<file path="src/rtl/add3_seq_ctrl.sv">
// add3_seq_ctrl: valid/ready sequencer for the 3-bit registered adder Binary_add_3_1
// Ports: clk, rst_n (sync active-low); in_valid/in_ready/in_a/in_b operand stream;
// add_a/add_b/add_en drive the adder, add_s is its registered sum;
// out_valid/out_ready/out_s/out_ovf result stream;
// ops_cnt/ovf_cnt saturating statistics, present only with ADD3_SEQ_STAT_EN defined.
module add3_seq_ctrl (
  input  logic       clk,
  input  logic       rst_n,
  input  logic       in_valid,
  output logic       in_ready,
  input  logic [2:0] in_a,
  input  logic [2:0] in_b,
  output logic [2:0] add_a,
  output logic [2:0] add_b,
  output logic       add_en,
  input  logic [2:0] add_s,
  output logic       out_valid,
  input  logic       out_ready,
  output logic [2:0] out_s,
  output logic       out_ovf
`ifdef ADD3_SEQ_STAT_EN
  ,
  output logic [7:0] ops_cnt,
  output logic [7:0] ovf_cnt
`endif
);
  typedef enum logic [1:0] {IDLE, ISSUE, CAPTURE, HOLD} state_t;
  state_t state, state_nx;
  logic accept, drain;
  always_comb begin
    accept   = (state == IDLE) && in_valid;
    drain    = (state == HOLD) && out_ready;
    in_ready = (state == IDLE);
    add_en   = (state == ISSUE);
    state_nx = accept ? ISSUE :
               (state == ISSUE) ? CAPTURE :
               (state == CAPTURE) ? HOLD :
               drain ? IDLE : state;
  end
  always_ff @(posedge clk) begin
    if (!rst_n) begin
      state     <= IDLE;
      add_a     <= '0;
      add_b     <= '0;
      out_valid <= 1'b0;
      out_s     <= '0;
      out_ovf   <= 1'b0;
    end else begin
      state <= state_nx;
      if (accept) begin
        add_a <= in_a;
        add_b <= in_b;
      end
      if (state == CAPTURE) begin
        out_s     <= add_s;
        out_ovf   <= (add_a[2] == add_b[2]) && (add_s[2] != add_a[2]);
        out_valid <= 1'b1;
      end
      if (drain) out_valid <= 1'b0;
    end
  end
`ifdef ADD3_SEQ_STAT_EN
  always_ff @(posedge clk) begin
    if (!rst_n) begin
      ops_cnt <= '0;
      ovf_cnt <= '0;
    end else if (drain) begin
      if (ops_cnt != 8'hff) ops_cnt <= ops_cnt + 8'd1;
      if (out_ovf && ovf_cnt != 8'hff) ovf_cnt <= ovf_cnt + 8'd1;
    end
  end
`endif
endmodule

</file>
<file path="config.mk">
export PLATFORM = sky130hd
export DESIGN_NAME = add3_seq_ctrl
export DESIGN_NICKNAME = d
export VERILOG_FILES = /design/src/rtl/add3_seq_ctrl.sv
export SDC_FILE = /design/constraint.sdc
export NUM_CORES = 1
export LEC_CHECK = 0
export ABC_AREA = 1
export ABC_CLOCK_PERIOD_IN_PS = 1900
export BUFFER_PORTS_ARGS = -buffer_cell sky130_fd_sc_hd__buf_2
export CORE_AREA = 2 2 39 41
export DETAILED_ROUTE_END_ITERATION = 10
export DIE_AREA = 0 0 41 43
export PLACE_DENSITY = 0.81
export SLEW_MARGIN = 15
export SYNTH_ARGS = -nofsm -noshare
export SYNTH_HDL_FRONTEND = slang
export SYNTH_SLANG_ARGS = --single-unit
</file>
<file path="constraint.sdc">
create_clock -name clk -period 1.9 [get_ports clk]
set_input_delay 0.38 -clock clk [delete_from_list [all_inputs] [get_ports clk]]
set_output_delay 0.38 -clock clk [all_outputs]
set_load 0.01 [all_outputs]
</file>
Word level (Yosys, flattened, before mapping)
Cells that the tools add are included.
Widths: inputs -> output; s select.
- output and inout bits: 13
- register bits after elaboration: 13
- bitwise gates (word level): 1
- reductions and logical operators: 8
- equality and inequality tests: 5
- muxes and demuxes: 4
- operators by type and width (cell ; count):
    $mux 2 ; 3
    $eq 2x2->1 const B ; 2
    $reduce_bool 4->1 ; 1
    $reduce_or 2->1 ; 2
    $logic_and 1x1->1 ; 3
    $reduce_bool 3->1 ; 1
    $eq 2x1->1 const B ; 1
    $logic_not 2->1 ; 1
    $eq 1x1->1 ; 1
    $mux 1 ; 1
    $ne 1x1->1 ; 1
    $not 1->1 ; 1

Depth between registers and ports, before layout
Gate-level depths: netlist (run 1).
- word-level depth: 6
- gate-level depth with buffers: 7
- gate-level depth less buffers: 7

Worst setup path after synthesis (run 1)
Ideal clock, no wire load.
- path type: reg-to-reg
- from: register state[0]
- to: register state[0]
- buffers on the path: 0
- clock period less this slack: 1.139 ns
- cell stages (with the launch flop): 7
- data arrival time: 1.023 ns
- setup time: 0.116 ns
- setup slack: 0.761 ns
- cell sequence: dfxtp_1 > inv_1 > ha_1 > nand2_4 > inv_2 > nor2_1 > a21oi_2
- RTL lines (element ; line ; source):
    from (decl) ; 28 ; state_t state, state_nx;
    from (signal assigned) ; 49 ; state <= state_nx;
    $logic_not 2->1 (*) ; -- ;
    named net in_ready ; 10 ; output logic in_ready,
    $logic_and 1x1->1 (*) ; 31 ; accept = (state == IDLE) && in_valid;
    $reduce_bool 4->1 (no source line) or $mux 1 (tied branches) ; -- ;
The timed path passes the listed nets; every way through them passes the cells marked *.
A chain may end at the register's enable or synchronous reset.

Worst setup path after layout (run 1)
- from: register state[0]
- to: output in_ready
- cells in the longest elaborated chain, start to end: 1
- RTL lines (element ; line ; source):
    $logic_not 2->1 ; 33 ; in_ready = (state == IDLE);
    to (decl) ; 10 ;
Every way passes these cells.

==> summary.txt, run 1 <==
Clock network
  – Resize count post-CTS: 0
  – CTS tree: yes
  – Root Driver: clkbuf_4
  – Cts hold-fix bufs: 0
  – CTS buffer count: 3
  – Bufs on Longest Clock Path: 2
  – Setup Fix Bufs, Post-CTS: 0
  – Clock Latency Late Sink: 0.28 ns
  – Htree depth: 1
  – Clock-pin slew on the worst setup and hold paths: 0.08 ns
  – CTS Sinks: 13

Cells and area
  – Area delta synth->final: 26.94%
  – Register area: ~260 µm²
  – Final cell count without fillers: 114
  – Cell area after layout: between 700 and 800 µm²
  – Commonest non-fill, non-tap cell in the layout: buf_2
  – Most frequent cells in the layout: 25 x buf_2, 17 x nor2_1, 13 x dfxtp_1, 10 x o21ai_0, 8 x inv_1
  – Ratio of cells with drive above 1 in the final layout: 0.3469
  – Multi-input gate area: between 200 and 300 µm²
  – Final #Nets: between 100 and 150
  – ANT cells: 0
  – Layout fillers: approximately 130

Timing
  – RSZ-0062 raised after global routing: no
  – Maximum clock frequency: about 0.65 GHz
  – Final min period: roughly 1.5 ns
  – Setup TNS: 0 ns
  – Max-Slew Margin vs Limit: 0.6802
  – Period utilization: 0.8127
  – Worst-Margin Slew: between 0.4 and 0.5 ns
  – Final hold vios: 0
  – Finish-stage setup viols: 0
  – Pins over their slew limit: 0
  – Clk_skew: between 0.004 and 0.005 ns

Min path
  – Hold Crit Class: primary input to register

Placement
  – Cell Area, Placed: slightly above 700 µm²
  – HPWL Detailed: ~830 µm
  – GP Congestion: 0.6213
  – Placed cell count: 110
  – Port Buffers: 25

Global route
  – Met2 usage: 0.2375
  – Met1 Resource Use GR: 0.1650
  – First-pass GRT wire length: around 1800 µm
  – Vias in the first global route: around 470
  – GRT Util Overall: 0.1508
  – GRT met3 Usage: 0.03665
  – Most crowded layer after global routing: met2
  – Initial antenna violation count: 0
  – Largest net degree at the start of global routing: 12
  – GRT overflow: 0

Yosys
  – Yosys top cell area share: 0.4483
  – Area leader, netlist: dfxtp_1
  – Post-Syn Area per Cell: 8.177 µm²
  – Number of synthesized register bits: 13
  – Sequential share of the synthesized area: 0.4483
  – Mapped cell area: between 500 and 600 µm²
  – Syn Inst Count: 71
  – Cell variety after synth: 15
  – Syn nets: between 80 and 90
  – Top cells by area, synth: dfxtp_1 45%, nor2_1 11%, ha_1 8.6%
  – Synth warn: 0

Setup path
  – Worst EP required: approximately 1.5 ns
  – Slowest-stage cell, CP: dfxtp_1
  – Max incr delay on CP: roughly 0.41 ns
  – Crit start category: register
  – CP arrival: roughly 1.2 ns
  – Max FO, Critical Path: 4
  – Critical path buffers and inverters: 2
  – Cell Chain, Critical Path: inv_1 -> ha_1 -> buf_2
  – Top delay family on crit path: flip-flops
  – Worst Setup End Kind: output pin
  – Critical path class: register to output pin

Die
  – Die width: about 41 µm
  – Effective utilization at floorplan: 0.4195
  – Std-Cell Rows: 14
  – DIE AREA: roughly 1800 µm²
  – Core box area: between 1000 and 1500 µm²
  – Die height: around 43 µm
  – IO Pins: 26

Routing
  – Vias per cell: 4.623
  – Via Count: around 530
  – DRT iter0 DRCs: 8
  – Antenna viol nets, final: 0
  – DRC: 0
  – Initial DRT Pass Iterations: 4
  – Post-Route WL: between 1000 and 1500 µm
  – Drt wl/cell: ~9.9 µm

Outcome
  – Status: finished clean

Power and ir drop
  – Power, Total: ~960 µW
  – Pwr per Cell Area: around 1300 nW/µm²
  – Worst vdd ir: ~0.54 mV
  – Leak: 0.0003883 µW

Job
  – Max-Cap Viols: 0
synthesized netlist by cell type (all sizes together):
master and count:
nor2 18, dfxtp 13, o21ai 10, inv 9
a21oi 6, nand3 5, ha 4, nand2 4
buf 2
path summary, 6_finish.rpt:
check / slack [ns] / from / cells past startpoint / endpoint
setup / recovery: 0.36 / state[0] / 3 / in_ready
hold / removal: 0.28 / out_ready / 2 / out_valid
setup reg to reg: 0.58 / state[0] / 6 / state[1]
hold reg to reg: 0.48 / add_b[1] / 2 / add_b[1]
final cells by class:
type / count / area share
Clock inverter: 1 / 0.006791
Multi-Input combinational cell: 47 / 0.3667
Inverter: 9 / 0.04584
Clock buffer: 3 / 0.03056
Timing Repair Buffer: 25 / 0.1698
Tap cell: 16 / 0.02716
Sequential cell: 13 / 0.3531
logic make-up after synthesis:
logic type               Yosys count  share of synthesized area
AND/OR/NAND/NOR                   27                     0.2349
AO/OA/AOI/OAI                     16                     0.1444
flip-flops                        13                     0.4483
adder cells (fa/ha/maj)            4                    0.08621
buffers and inverters             11                    0.08619
routing by layer:
layer,vias up,share of wire
li1,278,-
met1,232,0.43
met2,15,0.52
met3,2,0.043
met4,0,0.0071
met5,-,0
report_power, final:
part	switching, µW	internal (µW)	total (µW)	leakage, µW
Combinational	235	165	400	0.000264
Clock	93.8	78.1	172	0.0000177
Sequential	43.0	345	388	0.000107
Total	372	588	960	0.000388
registers in the layout, summed over array words and instances, names as in the netlist:
register,cells
state,2
add_a,3
out_ovf,1
add_b,3
out_s,3
out_valid,1
per-stage QoR:
step / hold WS, ns / setup slack (ns) / utilization
after CTS: 0.2832 / 0.3344 / 0.5326
after global placement: 0.4595 / 0.6315 / 0.5127
after detailed placement: 0.4729 / 0.5956 / 0.5127
after global routing: 0.2850 / 0.2462 / 0.5326
final: 0.2791 / 0.3559 / 0.5326
after floorplan: 0.4735 / 0.7610 / -
(Power assumes the default switching activity.)
==> inputs of run 2 (changes only) <==
ABC_AREA = 0   (was 1)
ABC_CLOCK_PERIOD_IN_PS = 1300   (was 1900)
CORE_AREA = unset   (was 2 2 39 41)
CORE_MARGIN = 2   (was unset)
CORE_UTILIZATION = 39   (was unset)
DIE_AREA = unset   (was 0 0 41 43)
PLACE_DENSITY = 0.77   (was 0.81)
clock period = 1.3 ns   (was 1.9 ns; I/O delays follow)
==> summary.txt, run 2 <==
Outcome
  – Status: finished clean

Global route
  – Vias in the first global route: 522 (+12%)
  – First-pass GRT wire length: 2076 µm (+16%)
  – Initial antenna violation count: 0 (unchanged)
  – GRT Util Overall: 0.1553 (+0.004470)
  – Largest net degree at the start of global routing: 15 (+3)
  – GRT overflow: 0 (unchanged)

Timing
  – Final hold vios: 0 (unchanged)
  – Worst-Margin Slew: 0.2708 ns (-0.2089 ns)
  – Final WS setup: 0.04795 ns (-0.3079 ns)
  – Final min period: ~1.3 ns
  – Maximum clock frequency: 0.7987 GHz
  – RSZ-0062 raised after global routing: no
  – Period utilization: 0.9631
  – Finish-stage setup viols: 0 (unchanged)
  – Max-Slew Margin vs Limit: 0.8190 (+0.1388)
  – Pins over their slew limit: 0 (unchanged)
  – Clk_skew: 0.003895 ns (-0.0009780 ns)

Setup path
  – CP Launch Point: state[0]
  – Critical path class: register to output pin
  – Worst EP required: 1.04 ns (-0.48 ns)
  – Worst Setup End Kind: output pin
  – Startpoint of the worst register-to-register path: state[0]
  – CP arrival: 0.99 ns (-0.17 ns)
  – Crit start category: register
  – Max FO, Critical Path: 4 (unchanged)

Die
  – Die height: 42.17 µm (-1.9%)
  – Std-Cell Rows: 13 (-1)
  – Die width: 42.17 µm (+2.8%)
  – IO Pins: 26 (unchanged)
  – DIE AREA: 1778 µm² (+0.84%)
  – Effective utilization at floorplan: 0.4259 (+0.006361)
  – Core box area: 1334 µm² (-3.6%)

Placement
  – Setup WS pre-CTS: 0.03466 ns (-0.5609 ns)
  – HPWL Detailed: 930 µm (+12%)
  – Port Buffers: 25 (unchanged)
  – GP Congestion: 0.6865 (+10%)

Clock network
  – CTS Sinks: 13 (unchanged)
  – CTS tree: yes
  – Clock-pin slew on the worst setup and hold paths: 0.08 ns (about the same)
  – Htree depth: 1 (unchanged)
  – Setup Fix Bufs, Post-CTS: 0 (unchanged)
  – CTS buffer count: 3 (unchanged)
  – Root Driver: clkbuf_4
  – Bufs on Longest Clock Path: 2 (unchanged)
  – Clock Latency Late Sink: 0.27 ns (about the same)

Yosys
  – Sequential share of the synthesized area: 0.4581 (+0.009874)
  – Synth top cells by count: 13 x dfxtp_1, 13 x nand2_1, 6 x a21boi_0
  – Top cells by area, synth: dfxtp_1 46%, ha_1 8.8%, nand2_1 8.6%
  – Post-Syn Area per Cell: 9.312 µm² (+14%)
  – Yosys top cell area share: 0.4581 (+0.009874)
  – Ys flop type: dfxtp_1
  – Syn Inst Count: 61 (-14%)
  – Number of synthesized register bits: 13 (unchanged)
  – Syn nets: 78 (-11%)
  – Async S/R FF share, synth: 0 (unchanged)
  – Cell variety after synth: 19 (+4)
  – Synth warn: 0 (unchanged)
  – Area leader, netlist: dfxtp_1
  – Post-synth EDFFs: 0 (unchanged)
  – Mapped cell area: 568.0 µm² (-2.2%)

Cells and area
  – Multi-input gate area: 309.0 µm² (+14%)
  – Final #Nets: 107 (-7.8%)
  – Area delta synth->final: 35.90%
  – Commonest non-fill, non-tap cell in the layout: buf_2
  – Ratio of cells with drive above 1 in the final layout: 0.4270 (+0.08003)
  – Register area: 267.8 µm² (+2.9%)
  – Layout fillers: 121 (-4.7%)
  – Largest regs: add_a (3), add_b (3), out_s (3)
  – ANT cells: 0 (unchanged)
  – Util after Layout: 0.5788 (+0.04625)
  – Most frequent cells in the layout: 25 x buf_2, 13 x nand2_1, 11 x dfxtp_1, 6 x a21boi_0, 4 x nor2b_1

Routing
  – Post-Route WL: 1251 µm (+11%)
  – DRC: 0 (unchanged)
  – DRT iter0 DRCs: 3 (-5)
  – Via Count: 536 (+1.7%)
  – Initial DRT Pass Iterations: 4 (unchanged)
  – Vias per cell: 5.154 (+11%)
  – Antenna viol nets, final: 0 (unchanged)
  – Drt wl/cell: 12.03 µm (+22%)

Power and ir drop
  – Worst vdd ir: 0.6337 mV (+18%)
  – Power, Total: 847.7 µW (-12%)
  – Leak: 0.0003451 µW (-11%)
  – Pwr per Cell Area: 1098 nW/µm² (-16%)

Min path
  – Hold Crit Class: primary input to register
  – Hold_sp: out_ready

Job
  – Max-Cap Viols: 0 (unchanged)
-- run 2: cell count changes after synthesis, moves of 2 or more --
cell	before	now
nor2b_1	0	4
o21ai_0	10	3
nand2_1	3	13
a211oi_1	0	2
nor2_1	17	0
a21oi_1	5	2
inv_1	8	2
a21boi_0	0	6
mux2i_1	0	3
nand3_1	4	1
-- run 2: layer usage --
layer  up-vias  part of all wire  track usage
met4         0             0.032       0.1313
met3         6             0.042      0.02586
met1       245              0.44       0.1711
li1        267                 -            -
met2        18              0.49       0.2554
met5         -                 0            0
-- run 2: path summary, 6_finish.rpt --
check	endpoint	slack (ns)	cells past startpoint
setup / recovery	in_ready	0.05	3
hold / removal	out_valid	0.19	2
setup reg to reg	out_s[2]	0.11	5
hold reg to reg	add_b[0]	0.46	2
-- run 2: worst max-delay path, cell delays in order (launching register included) --
cell and delay (ns):
dfxtp_4 0.38, inv_2 0.06, ha_4 0.16, buf_2 0.13
-- run 2: metrics by stage --
step / instances / area [µm²] / hold slack [ns] / setup TNS [ns]
2_1_floorplan: 61 / 570.5 / 0.3535 / 0
6_report: 104 / 772.0 / 0.1946 / 0
4_1_cts: 104 / 742.0 / 0.1855 / -0.01484
5_1_grt: 104 / 772.0 / 0.2034 / 0
3_3_place_gp: 100 / 708.2 / 0.4454 / 0
3_5_place_dp: 100 / 708.2 / 0.4601 / 0
-- run 2: report_power, final --
group | internal [µW] | leakage [µW] | switching, µW
Combinational | 80.6 | 0.000223 | 84.4
Sequential | 421 | 0.000107 | 18.9
Clock | 119 | 0.0000150 | 124
-- run 2: what timing repair did --
item / in CTS / in global routing
gates resized for setup: 4 / 8
pin swaps: 0 / 1
endpoints found under the setup margin: 4 / 7
hold buffers: 0 / 0
-- run 2: area by class of cell --
cell class | count | area share
clock buffers | 4 | 0.03404
multi-input cells | 43 | 0.4003
well taps | 15 | 0.02431
flip-flops and latches | 13 | 0.3468
inverters | 2 | 0.01297
repair buffers | 27 | 0.1815
-- run 2: cells by family (layout without fill, tap and decap cells) --
| logic type | Yosys count | in the layout | synth area share |
|---|---|---|---|
| AND/OR/NAND/NOR | 22 | 22 | 0.1894 |
| AO/OA/AOI/OAI | 14 | 14 | 0.1608 |
| flip-flops | 13 | 13 | 0.4582 |
| buffers and inverters | 5 | 33 | 0.05065 |
| adder cells (fa/ha/maj) | 4 | 4 | 0.08811 |
| multiplexers | 3 | 3 | 0.05287 |
==> inputs of run 3 (changes only) <==
PLACE_DENSITY = 0.71   (was 0.77)
==> summary.txt, run 3 (synthesized netlist as in run 2, its figures left out) <==
Cells and area
  – Register area: 267.8 µm² (unchanged)
  – Commonest non-fill, non-tap cell in the layout: buf_2
  – Area delta synth->final: 32.38%
  – Multi-input gate area: 284.0 µm² (-8.1%)
  – Ratio of cells with drive above 1 in the final layout: 0.4111 (-0.01586)
  – Most frequent cells in the layout: 25 x buf_2, 13 x nand2_1, 11 x dfxtp_1, 6 x a21boi_0, 4 x nor2b_1
  – Layout fillers: 134 (+11%)
  – Final #Nets: 108 (+0.93%)
  – Largest regs: add_a (3), add_b (3), out_s (3)
  – ANT cells: 0 (unchanged)
  – Util after Layout: 0.5638 (-0.01501)

Setup path
  – Reg2reg setup slack: 0.13 ns (+0.02 ns)
  – Reg2reg path depth: 5 (unchanged)
  – Max FO, Critical Path: 4 (unchanged)
  – Cell Chain, Critical Path: inv_2 -> ha_2 -> buf_2
  – Startpoint of the worst register-to-register path: state[0]
  – Critical path class: register to output pin
  – Max incr delay on CP: 0.37 ns (about the same)
  – Crit start category: register
  – Slowest-stage cell, CP: dfxtp_4
  – CP arrival: 1.00 ns (about the same)
  – R2r endpoint: state[0]
  – Worst EP required: 1.04 ns (about the same)
  – Worst Setup End Kind: output pin

Power and ir drop
  – Pwr per Cell Area: 1107 nW/µm² (+0.85%)
  – Leak: 0.0003449 µW (about the same)
  – Power, Total: 832.8 µW (-1.8%)
  – Worst vdd ir: 0.8186 mV (+29%)

Global route
  – GRT Util Overall: 0.1444 (-0.01090)
  – Vias in the first global route: 473 (-9.4%)
  – Initial antenna violation count: 0 (unchanged)
  – Largest net degree at the start of global routing: 15 (unchanged)
  – First-pass GRT wire length: 1945 µm (-6.3%)
  – GRT overflow: 0 (unchanged)

Clock network
  – Resize count post-CTS: 3 (-1)
  – Clock-pin slew on the worst setup and hold paths: 0.08 ns (about the same)
  – CTS tree: yes
  – CTS Sinks: 13 (unchanged)
  – Htree depth: 1 (unchanged)
  – Setup Fix Bufs, Post-CTS: 0 (unchanged)
  – Root Driver: clkbuf_4
  – Clock Latency Late Sink: 0.27 ns (about the same)
  – CTS buffer count: 3 (unchanged)
  – Bufs on Longest Clock Path: 2 (unchanged)
  – Cts hold-fix bufs: 0 (unchanged)

Timing
  – Clk_skew: 0.001490 ns (-0.002404 ns)
  – Worst-Margin Slew: 0.2969 ns (+0.02603 ns)
  – Setup TNS: 0 ns (unchanged)
  – Pins over their slew limit: 0 (unchanged)
  – Finish-stage setup viols: 0 (unchanged)
  – Worst Hold Slack: 0.1874 ns (-0.007207 ns)
  – Final min period: 1.261 ns (+0.008967 ns)
  – Maximum clock frequency: 0.7930 GHz (-0.71%)
  – Final hold vios: 0 (unchanged)
  – Max-Slew Margin vs Limit: 0.8009 (-0.01811)
  – Period utilization: 0.9700 (+0.006898)
  – RSZ-0062 raised after global routing: yes

Routing
  – DRC: 0 (unchanged)
  – Initial DRT Pass Iterations: 2 (-2)
  – Vias per cell: 4.657 (-9.6%)
  – Post-Route WL: 1091 µm (-13%)
  – DRT iter0 DRCs: 2 (-1)
  – Antenna viol nets, final: 0 (unchanged)
  – Via Count: 489 (-8.8%)
  – Drt wl/cell: 10.39 µm (-14%)

Die
  – IO Pins: 26 (unchanged)
  – Std-Cell Rows: 13 (unchanged)
  – Die width: 42.17 µm (unchanged)
  – DIE AREA: 1778 µm² (unchanged)
  – Effective utilization at floorplan: 0.4259 (unchanged)
  – Die height: 42.17 µm (unchanged)
  – Core box area: 1334 µm² (unchanged)

Placement
  – Port Buffers: 25 (unchanged)
  – GP Congestion: 0.7036 (+2.5%)
  – HPWL Detailed: 796.5 µm (-14%)

Outcome
  – Status: finished clean

Min path
  – Hold_sp: out_ready
  – Hold depth: 2 (unchanged)
  – Hold endpoint: out_valid
  – Hold Crit Class: primary input to register

Job
  – Max-Cap Viols: 0 (unchanged)
==> run 3: cell type report <==
type                    count  area share
multi-input cells          43      0.3777
flip-flops and latches     13      0.3561
repair buffers             28      0.1963
clock buffers               4     0.03494
well taps                  15     0.02496
inverters                   2    0.009983
==> run 3: power breakdown <==
group          internal, µW  total (µW)  switching [µW]
Clock                   119         245             126
Combinational          72.1         151            78.8
Sequential              421         437            15.7
==> run 3: layer usage <==
metal / vias up / share of wire / GRT usage
li1: 262 / - / -
met1: 209 / 0.49 / 0.1702
met2: 16 / 0.43 / 0.2185
met3: 2 / 0.074 / 0.07759
met4: 0 / 0.0073 / 0.05625
met5: - / 0 / 0
==> run 3: worst max-delay path by stage <==
stage          startpoint  cells past startpoint        to  slack (ns)
2_1_floorplan    state[0]                      6  state[0]        0.04
3_3_place_gp     state[0]                      5  state[0]        0.11
3_5_place_dp     state[0]                      5  state[0]        0.09
4_1_cts          state[0]                      3  in_ready    -0.00002
5_1_grt          state[0]                      3  in_ready       -0.02
6_report         state[0]                      3  in_ready        0.04
==> run 3: critical path, delay by kind of cell (launching register included) <==
kind / cells / cell delay (ns)
buffers and inverters: 2 / 0.17
flip-flops: 1 / 0.37
adder cells (fa/ha/maj): 1 / 0.18
==> run 3: metrics by stage <==
stage	setup slack (ns)	cell area, µm²	instances
finish	0.03899	752.0	105
global route	-0.01605	752.0	105
CTS	-0.00001610	747.0	105
detailed placement	0.08867	715.7	101
global placement	0.1140	715.7	101
floorplan	0.03529	570.5	61
